**config.mk**
```make
export PLATFORM = sky130hd
export DESIGN_NAME = div_sequencer
export DESIGN_NICKNAME = d
export VERILOG_FILES = /design/src/rtl/div_sequencer_pkg.sv /design/src/rtl/div_step.sv /design/src/rtl/div_sequencer.sv
export SDC_FILE = /design/constraint.sdc
export NUM_CORES = 1
export LEC_CHECK = 0
export BUFFER_PORTS_ARGS = -buffer_cell sky130_fd_sc_hd__clkbuf_2
export CORE_AREA = 2 2 150 152
export DETAILED_ROUTE_END_ITERATION = 16
export DIE_AREA = 0 0 152 154
export PLACE_DENSITY_LB_ADDON = 0.25
export SYNTH_ARGS = -nofsm -noshare
export SYNTH_HDL_FRONTEND = slang
export SYNTH_SLANG_ARGS = --single-unit
```
**constraint.sdc**
```tcl
create_clock -name clk -period 5.3 [get_ports clk]
set_clock_uncertainty 0.1 [all_clocks]
set_input_delay 0.265 -clock clk [delete_from_list [all_inputs] [get_ports clk]]
set_output_delay 0.265 -clock clk [all_outputs]
set_load 0.1 [all_outputs]
```
**src/rtl/div_sequencer_pkg.sv**
```systemverilog
// div_sequencer_pkg: shared divider state encodings, ready flags and EX ALU op codes.
package div_sequencer_pkg;
  typedef enum logic [1:0] {DIV_IDLE, DIV_BYZERO, DIV_BUSY, DIV_DONE} div_state_t;
  localparam logic DIV_RESULT_READY = 1'b1;
  localparam logic DIV_RESULT_NOT_READY = 1'b0;
  localparam logic [7:0] EXE_DIV_OP = 8'b0001_1010;
  localparam logic [7:0] EXE_DIVU_OP = 8'b0001_1011;
endpackage

```
**src/rtl/div_step.sv**
```systemverilog
// div_step: one combinational restoring-division iteration (shift in a dividend bit, trial subtract).
module div_step #(
  parameter int WIDTH = 32
) (
  input  logic [WIDTH-1:0] rem,
  input  logic [WIDTH-1:0] divisor,
  input  logic             bit_in,
  output logic [WIDTH-1:0] rem_next,
  output logic             q
);
  logic [WIDTH:0] wide;
  assign wide = {rem, bit_in};
  assign q = wide >= {1'b0, divisor};
  assign rem_next = q ? WIDTH'(wide - {1'b0, divisor}) : WIDTH'(wide);
endmodule

```
**src/rtl/div_sequencer.sv**
```systemverilog
// div_sequencer: multi-cycle radix-2 restoring divider with control FSM, returns {remainder, quotient}.
module div_sequencer
  import div_sequencer_pkg::*;
#(
  parameter int WIDTH = 32
) (
  input  logic               clk,
  input  logic               rst,
  input  logic               start_i,
  input  logic               signed_i,
  input  logic [WIDTH-1:0]   oprand1_i,
  input  logic [WIDTH-1:0]   oprand2_i,
  input  logic               annul_i,
  output logic [2*WIDTH-1:0] result_o,
  output logic               ready_o,
  output logic               stall_o
);
  localparam int CW = $clog2(WIDTH);
  div_state_t state, nxt;
  logic [CW-1:0] cnt;
  logic [WIDTH-1:0] dvd, dsr, rem, rem_n, mag1, mag2, quot_raw, quot, remd;
  logic q, neg_q, neg_r, accept, last;
  div_step #(.WIDTH(WIDTH)) u_step (
    .rem(rem),
    .divisor(dsr),
    .bit_in(dvd[WIDTH-1]),
    .rem_next(rem_n),
    .q(q)
  );
  assign mag1 = (signed_i & oprand1_i[WIDTH-1]) ? -oprand1_i : oprand1_i;
  assign mag2 = (signed_i & oprand2_i[WIDTH-1]) ? -oprand2_i : oprand2_i;
  assign accept = (state == DIV_IDLE) & start_i & ~annul_i;
  assign last = cnt == CW'(WIDTH - 1);
  // the dividend register doubles as the quotient shift register
  assign quot_raw = {dvd[WIDTH-2:0], q};
  assign quot = neg_q ? -quot_raw : quot_raw;
  assign remd = neg_r ? -rem_n : rem_n;
  assign ready_o = (state == DIV_DONE) ? DIV_RESULT_READY : DIV_RESULT_NOT_READY;
  assign stall_o = start_i & ~ready_o & ~annul_i;
  always_ff @(posedge clk or posedge rst)
    if (rst) state <= DIV_IDLE;
    else state <= nxt;
  always_comb begin
    nxt = DIV_IDLE;
    if (!annul_i)
      nxt = (state == DIV_IDLE)   ? (start_i ? ((oprand2_i == '0) ? DIV_BYZERO : DIV_BUSY) : DIV_IDLE) :
            (state == DIV_BYZERO) ? DIV_DONE :
            (state == DIV_BUSY)   ? (last ? DIV_DONE : DIV_BUSY) :
                                    (start_i ? DIV_DONE : DIV_IDLE);
  end
  always_ff @(posedge clk or posedge rst)
    if (rst) begin
      cnt <= '0;
      dvd <= '0;
      dsr <= '0;
      rem <= '0;
      neg_q <= 1'b0;
      neg_r <= 1'b0;
      result_o <= '0;
    end else begin
      if (accept) begin
        dvd <= mag1;
        dsr <= mag2;
        rem <= '0;
        cnt <= '0;
        neg_q <= signed_i & (oprand1_i[WIDTH-1] ^ oprand2_i[WIDTH-1]);
        neg_r <= signed_i & oprand1_i[WIDTH-1];
      end else if (state == DIV_BUSY) begin
        dvd <= quot_raw;
        rem <= rem_n;
        cnt <= cnt + 1'b1;
      end
      // result is nonzero only while in DONE; sign fix lands on the final iteration edge
      result_o <= (nxt != DIV_DONE) ? '0 : (state == DIV_BUSY) ? {remd, quot} : result_o;
    end
endmodule

```
# Word-level counts from Yosys, hierarchy flattened
# Cells that the tools add are included.
[totals]
in_bits = 69
register_bits = 169
out_inout_bits = 66
word_cells = 56
[classes]
order_cmp = 1
add_sub_neg = 6
eq_ne = 5
mux = 22
n_bitwise = 10
n_reduce_logical = 4
[ops]
columns = ["operator", "count"]
rows = [
  ["32-bit two-way mux", 9],
  ["64-bit two-way mux", 2],
  ["32-bit negator", 4],
  ["33-bit by 32-bit >= comparator with 1-bit output", 1],
  ["32-bit logical NOT", 1],
  ["32-bit subtractor", 1],
  ["2-bit two-way mux", 7],
  ["5-bit two-way mux", 2],
  ["1-bit bitwise AND", 7],
  ["5-bit by 1-bit adder with 5-bit output, second input constant", 1],
  ["5-bit equality test, second input constant", 1],
  ["2-bit equality test, second input constant", 2],
  ["2-bit nonzero test", 2],
  ["2-bit by 1-bit equality test with 1-bit output, second input constant", 1],
  ["2-bit logical NOT", 1],
  ["1-bit two-way mux", 2],
  ["2-bit != test, second input constant", 1],
  ["1-bit NOT", 2],
  ["1-bit XOR", 1],
]

# Depth between registers and ports, before layout
# Gate-level depths: netlist of run 1.
[depth]
depth_word = 8
ltp_mapped = 22
mapped_depth_nobuf = 17

# Hierarchy
# A second synthesis of run 1 with hierarchy kept.
[unflattened]
hier_cells = 1434
area_unflattened_um2 = 11950.2
[by_module_without_submodules]
columns = ["module", "cells_each", "seq_area_each_um2", "n_inst", "area_per_inst_um2"]
rows = [
  ["div_sequencer", 1111, 4229.1, 1, 9619.2],
  ["div_step", 323, 0.0, 1, 2331.0],
]

# Worst setup path before layout of run 1
# OpenSTA, ideal clock, no wires.
[synth_path]
path_type = "register -> register"
start = "reg rem[3]"
end = "reg result_o[62]"
arrival_ns = 4.354
path_stages_with_launch = 22
synth_period_minus_slack_ns = 4.585
setup_slack_ns = 0.715
required_ns = 5.069
n_path_buf = 5
setup_ns = 0.131
path_cell_list = "dfrtp_1 -> ha_1 -> buf_2 -> nand2_1 -> a211oi_4 -> o21ai_1 -> nand3_2 -> a41o_1 -> buf_6 -> clkbuf_1 -> buf_2 -> buf_1 -> nand2_1 -> o21ai_0 -> ha_1 -> nand4_1 -> mux2_2 -> a221oi_4 -> nand2_4 -> o41ai_2 -> xor2_1 -> o21ai_1"
[synth_via]
elab_chain_len = 6
word_cells_on_any_way = 7
classes_between = "2 x add/sub; 1 x order compare; 4 x mux"
[synth_rtl]
columns = ["item", "line", "source"]
rows = [
  ["from (decl)", "div_sequencer.sv:21", "logic [WIDTH-1:0] dvd, dsr, rem, rem_n, mag1, mag2, quot_raw, quot, remd;"],
  ["from (signal assigned)", "div_sequencer.sv:70", "rem <= rem_n;"],
  ["32-bit subtractor / 33-bit by 32-bit >= comparator with 1-bit output (equally long branches)", "div_step.sv:14, div_step.sv:13", ""],
  ["32-bit two-way mux (*)", "div_step.sv:14", "assign rem_next = q ? WIDTH'(wide - {1'b0, divisor}) : WIDTH'(wide);"],
  ["32-bit negator", "div_sequencer.sv:37", "assign remd = neg_r ? -rem_n : rem_n;"],
  ["32-bit two-way mux (*)", "div_sequencer.sv:37", ""],
  ["64-bit two-way mux (*) (2 in a row)", "div_sequencer.sv:74", "result_o <= (nxt != DIV_DONE) ? '0 : (state == DIV_BUSY) ? {remd, quot} : result_o;"],
  ["to (signal assigned)", "div_sequencer.sv:74", ""],
  ["to (decl)", "div_sequencer.sv:14", "output logic [2*WIDTH-1:0] result_o,"],
]
# Every way passes the cells marked *; elsewhere a longest branch is shown, timed or not. The select of a mux whose other input is x is not followed.
# A chain may end at the register's enable or synchronous reset.

# Final worst setup path of run 1
[layout_path]
start = "reg rem[21]"
end = "reg result_o[62]"
# Same word-level chain as after synthesis.

==> results of run 1 <==
[cell usage after synthesis, types with 11 or more instances]
master	instances	share of area [%]
o21ai_0	206	8.8
nand2_1	196	6.3
dfrtp_1	169	36
nor2_1	80	2.6
xnor2_1	72	5.4
xor2_1	71	5.3
a21oi_1	63	2.7
nand3_1	54	2.3
clkbuf_1	53	1.7
inv_1	53	1.7
ha_1	38	4.1
a22oi_1	30	1.9
mux2i_1	24	2.1
nor3_1	22	0.95
o31ai_1	22	1.4
buf_2	20	0.86
nand4_1	18	0.97
nor4_1	14	0.75
or3_1	12	0.64
or4_1	12	0.77
o21ai_1	11	0.47
[stage by stage]
stage	util, %	setup WS [ns]	cells
floorplan	-	0.360	1403
global placement	57.4	0.724	1749
detailed placement	57.4	0.616	1749
CTS	60.3	0.593	1782
global route	60.3	0.234	1782
finish	60.3	0.570	1782
[worst max-delay path, cell delays in order (launching register included)]
cell	delay [ns]
dfrtp_1	0.45
ha_1	0.46
nand4_1	0.21
nor4_2	0.43
nand4_1	0.14
o211ai_1	0.10
a41o_2	0.46
mux2i_1	0.35
ha_1	0.30
nand4_1	0.16
mux2_2	0.35
a221oi_4	0.32
nand2_4	0.11
o41ai_2	0.40
xor2_1	0.18
o21ai_1	0.08
[timing repair]
action                                 4_1_cts  5_1_grt
hold buffers                                 1        0
buffers inserted                             0        0
endpoints found under the hold margin        2        0
[worst max path at each step]
stage                   startpoint                       end  depth (start not counted)  slack, ns
2_1_floorplan                  rst        cnt[0]$_DFFE_PP0P_                          1       0.36
3_3_place_gp   rem[10]$_DFFE_PP0P_  result_o[62]$_DFFE_PP0P_                         15       0.72
3_5_place_dp    rem[8]$_DFFE_PP0P_  result_o[62]$_DFFE_PP0P_                         15       0.62
4_1_cts        rem[12]$_DFFE_PP0P_  result_o[62]$_DFFE_PP0P_                         15       0.59
5_1_grt        rem[10]$_DFFE_PP0P_  result_o[62]$_DFFE_PP0P_                         15       0.23
6_report       rem[21]$_DFFE_PP0P_  result_o[62]$_DFFE_PP0P_                         15       0.57
[logic make-up (layout without fill, tap and decap cells)]
logic type               Yosys count  count (layout)  share of synthesized area, %
AND/OR/NAND/NOR                  464             464                          19.1
AO/OA/AOI/OAI                    424             424                          22.5
adder cells (fa/ha/maj)           39              39                          4.25
multiplexers                      26              26                          2.26
flip-flops                       169             169                          36.3
XOR/XNOR                         143             143                          10.8
buffers and inverters            138             237                          4.87
[cell type report]
class / count / area share (%)
multi-input cells: 1096 / 52.7
flip-flops and latches: 169 / 32.4
inverters: 55 / 1.64
clock inverters: 14 / 1.33
clock buffers: 18 / 3.28
repair buffers: 150 / 6.07
well taps: 280 / 2.68
[routing by layer]
| layer | wire length, µm | part of all wire (%) | global-route usage (%) | vias to the layer above |
|---|---|---|---|---|
| li1 | - | - | - | 5189 |
| met3 | 2480 | 7.6 | 5.78 | 57 |
| met2 | 14300 | 44 | 42.0 | 402 |
| met5 | 0 | 0 | 0 | - |
| met4 | 670 | 2.0 | 7.48 | 0 |
| met1 | 15300 | 47 | 42.2 | 5146 |
[power groups by stage]
stage | logic [µW] | clock network [µW] | registers [µW]
2_1_floorplan | 3190 | 0 | 1720
3_3_place_gp | 4180 | 0 | 1820
3_5_place_dp | 4190 | 0 | 1830
4_1_cts | 4220 | 1300 | 1810
5_1_grt | 4720 | 1350 | 1850
6_report | 4310 | 1280 | 1820
[registers in the layout, summed over array words and instances, names as in the netlist]
register,cells
rem,32
result_o,64
neg_r,1
state,2
neg_q,1
cnt,5
dsr,32
dvd,32
==> summary.txt, run 1 <==
status - complete, but fails checks
failing checks - negative hold slack
Cell Area, Synth - 11600 µm²
Post-Layout Inst Area - 13100 µm²
Post-Synthesis Cells - 1403
register share of total power - 24.5%
remaining antenna violation count - 0
relative slew slack - 27.2%
unique cell type count in the Yosys netlist - 84
Max Slew Vio Count - 0
min Tclk post-route - 4.73 ns
leak pwr - 0.00577 µW
number of global-route vias before repair - 10100
Detailed Route WL - 32800 µm
num ports - 135
GP Congestion - 0.925
commonest non-fill, non-tap cell in the layout - o21ai_0
flop2flop setup slack - 0.57 ns
area grow syn2layout - 12.2%
Worst VDD drop - 0.277 mV
Die ar. - 23400 µm²
combinational group share of total power - 58.1%
setup_tns - 0 ns
Pre-antenna DRT Iters - 5
first-pass GRT wire length - 53800 µm
worst r2r path cells - 15
CTS sink count - 169
Max Freq - 0.211 GHz
Post-DP Area - 12500 µm²
syn nets - 1511
post-DR wirelength/cell - 18.4 µm
Switching Power - 3670 µW
commonest non-fill, non-tap cells in the layout - 206 x o21ai_0, 196 x nand2_1, 169 x dfrtp_1
Pwr Density - 567 nW/µm²
register area share after synthesis - 36.3%
CP Data Arrival Time - 4.94 ns
Clock Pin Slew Worst Setup and Hold Paths - 0.08 ns
Data required, critical path - 5.51 ns
Max-Cap Viols - 0
Critical Path End Type - register
gr ovfl total - 0
Max clock buf depth - 2
clock latency on the worst-skew pair - 0.44 ns
Register Area - 4230 µm²
final hold slack - -0.0196 ns
Hold Path Class - input pin to asynchronous set/reset pin
Row Count - 54
Pint - 3740 µW
CTS tree - yes
Final setup viols - 0
layout cells sized above 1 - 14.4%
CP Max Fanout - 21
Ys Warns - 0
Post-DP HPWL - 24400 µm
register bit count reported by yosys - 169
syn_area_per_cell - 8.30 µm²
worst r2r src - rem[21]$_DFFE_PP0P_
total track usage - 28.3%
Initial Util - 53.7%
total power - 7410 µW
clock share of power - 17.3%
core area - 21700 µm²
async set or reset register ratio after synthesis - 100%
total CTS buffers - 17
Tightest Pin Transition - 1.09 ns
Final nets - 1597
Reg-to-Reg End - result_o[62]$_DFFE_PP0P_
CP startpoint kind - register
chip height - 154 µm
IO Port Bufs - 134
largest net degree at the start of global routing - 120
DRC - 0
CTS root buf - clkbuf_16
Resize count post-CTS - 0
Initial DRC Count - 978
ANT cells - 0
initial antenna violation count - 1
EDFF count, synth - 0
Die W - 152 µm
Net Sw Frac - 49.5%
Post-synth top flop - dfrtp_1
Vias - 10800
area occupied by multi-input gates - 6880 µm²
crit share post-route - 89.2%
unrepaired setup endpoints after global routing - no
htree depth - 4
Vias/cell - 6.06
Final Hold Viols - 10
Fillers - 1990
WS Path Type - register to register
Note: power is estimated with default switching activity, not from simulation.
==> run 2: changes to the inputs <==
==> constraint.sdc (replaced) <==
create_clock -name clk -period 5.3 [get_ports clk]
set_clock_uncertainty 0.1 [all_clocks]
set_input_delay 1.06 -clock clk [delete_from_list [all_inputs] [get_ports clk]]
set_output_delay 1.06 -clock clk [all_outputs]
set_load 0.1 [all_outputs]
==> run 2 against run 1 <==
  * The flow now finishes without violations
  * Global-route usage is 0.30 points higher
  * Worst setup slack better by 0.077 ns
  * Wire length is 0.83% higher
  * Utilization is 0.092 points lower
  * Hold slack better by 0.40 ns
  * Largest power group unchanged
==> summary.txt, run 2 (synthesized netlist as in run 1, its figures left out) <==
CP startpoint kind - register
CP delay by family, top - compound AO/OA/AOI/OAI gates
area grow syn2layout - 12.0%
Bufs and invs on worst path - 0
GP Congestion - 0.987
Resize count post-CTS - 0
Max Slew Vio Count - 0
gr ovfl total - 0
Data required, critical path - 5.52 ns
Pwr Density - 562 nW/µm²
largest net degree at the start of global routing - 170
htree depth - 4
Pre-antenna DRT Iters - 6
Max clock buf depth - 2
worst setup margin - 0.646 ns
Post-Place Worst Slack - 0.741 ns
min Tclk post-route - 4.65 ns
Vias/cell - 6.02
CTS sink count - 169
layout cells sized above 1 - 14.5%
Final setup viols - 0
Tightest Pin Transition - 1.33 ns
clock latency on the worst-skew pair - 0.44 ns
Row Count - 54
Post-DP HPWL - 24500 µm
Vias - 10700
setup_tns - 0 ns
number of global-route vias before repair - 10200
Post-CTS Setup Inserts - 0
crit share post-route - 87.8%
initial antenna violation count - 0
Hold Path Class - register to register
Die ar. - 23400 µm²
Max-Cap Viols - 0
status - completed
Clock Pin Slew Worst Setup and Hold Paths - 0.08 ns
max reg flops - 64
commonest non-fill, non-tap cells in the layout - 206 x o21ai_0, 195 x nand2_1, 169 x dfrtp_1
commonest non-fill, non-tap cell in the layout - o21ai_0
total CTS buffers - 17
Detailed Route WL - 33000 µm
core area - 21700 µm²
first-pass GRT wire length - 54500 µm
total power - 7330 µW
post-DR wirelength/cell - 18.6 µm
CP Max Fanout - 10
fin cells - 1781
Critical Path End Type - register
leak pwr - 0.00576 µW
chip height - 154 µm
DRC - 0
Max Freq - 0.215 GHz
Initial Util - 53.7%
hold_buf cts - 0
Crit path top cell by count - nand4_1
CTS tree - yes
CP Data Arrival Time - 4.87 ns
relative slew slack - 11.3%
Final nets - 1596
WS Path Type - register to register
slowest CP cell - ha_1
CTS root buf - clkbuf_16
placed cells - 1749
num ports - 135
Initial DRC Count - 991
largest register by flop count - result_o
Worst VDD drop - 0.300 mV
CP Cell Sequence - ha_1 -> nand4_1 -> nor4_2 -> nand4_1 -> o211ai_1 -> a41o_2 -> mux2i_1 -> ha_1 -> nand4_1 -> mux2_2 -> a221oi_4 -> nand2_4 -> o41ai_2 -> xor2_1 -> o21ai_1
total track usage - 28.6%
remaining antenna violation count - 0
Final Core Density - 60.2%
Final Hold Viols - 0
IO Port Bufs - 134
Die W - 152 µm
unrepaired setup endpoints after global routing - no
Max stage delay on crit path - 0.50 ns
ANT cells - 0
run 2: per-stage QoR:
stage	hold slack [ns]	area, µm²
CTS	0.386	13100
global placement	0.362	12500
detailed placement	0.370	12500
global route	0.391	13100
finish	0.377	13100
floorplan	0.350	11700
run 2: report_power, final:
| part | internal, µW | leakage (µW) | switching (µW) | total, µW |
|---|---|---|---|---|
| clock network | 630 | 0.000278 | 618 | 1250 |
| logic | 1540 | 0.00326 | 2720 | 4260 |
| registers | 1520 | 0.00222 | 303 | 1820 |
| total | 3690 | 0.00576 | 3640 | 7330 |
run 2: tightest hold or removal path, stage by stage (launching register included):
cell     delay [ns]
dfrtp_1        0.34
nand2_1        0.04
o21ai_0        0.06
run 2: layer usage:
layer / track usage [%] / part of all wire, % / vias to the layer above
met3: 5.44 / 7.6 / 46
met5: 0 / 0 / -
met2: 44.0 / 44 / 371
met4: 6.99 / 1.6 / 0
li1: - / - / 5202
met1: 41.8 / 47 / 5109
run 2: area by class of cell:
type / count / area, µm²
Inverter: 55 / 213
Tap cell: 280 / 350
Multi-Input combinational cell: 1096 / 6890
Fill cell: 1961 / 8640
Sequential cell: 169 / 4230
Clock inverter: 14 / 150
Timing Repair Buffer: 149 / 796
Clock buffer: 18 / 429
run 2: path summary, 6_finish.rpt:
check,cells past startpoint,slack [ns],end,startpoint
max in group asynchronous,3,3.62,rem[14]$_DFFE_PP0P_,rst
min in group asynchronous,3,0.71,result_o[20]$_DFFE_PP0P_,rst
setup reg to reg,15,0.65,result_o[62]$_DFFE_PP0P_,rem[11]$_DFFE_PP0P_
hold / removal,2,0.38,result_o[40]$_DFFE_PP0P_,result_o[40]$_DFFE_PP0P_
hold reg to reg,2,0.38,result_o[40]$_DFFE_PP0P_,result_o[40]$_DFFE_PP0P_
setup / recovery,15,0.65,result_o[62]$_DFFE_PP0P_,rem[11]$_DFFE_PP0P_
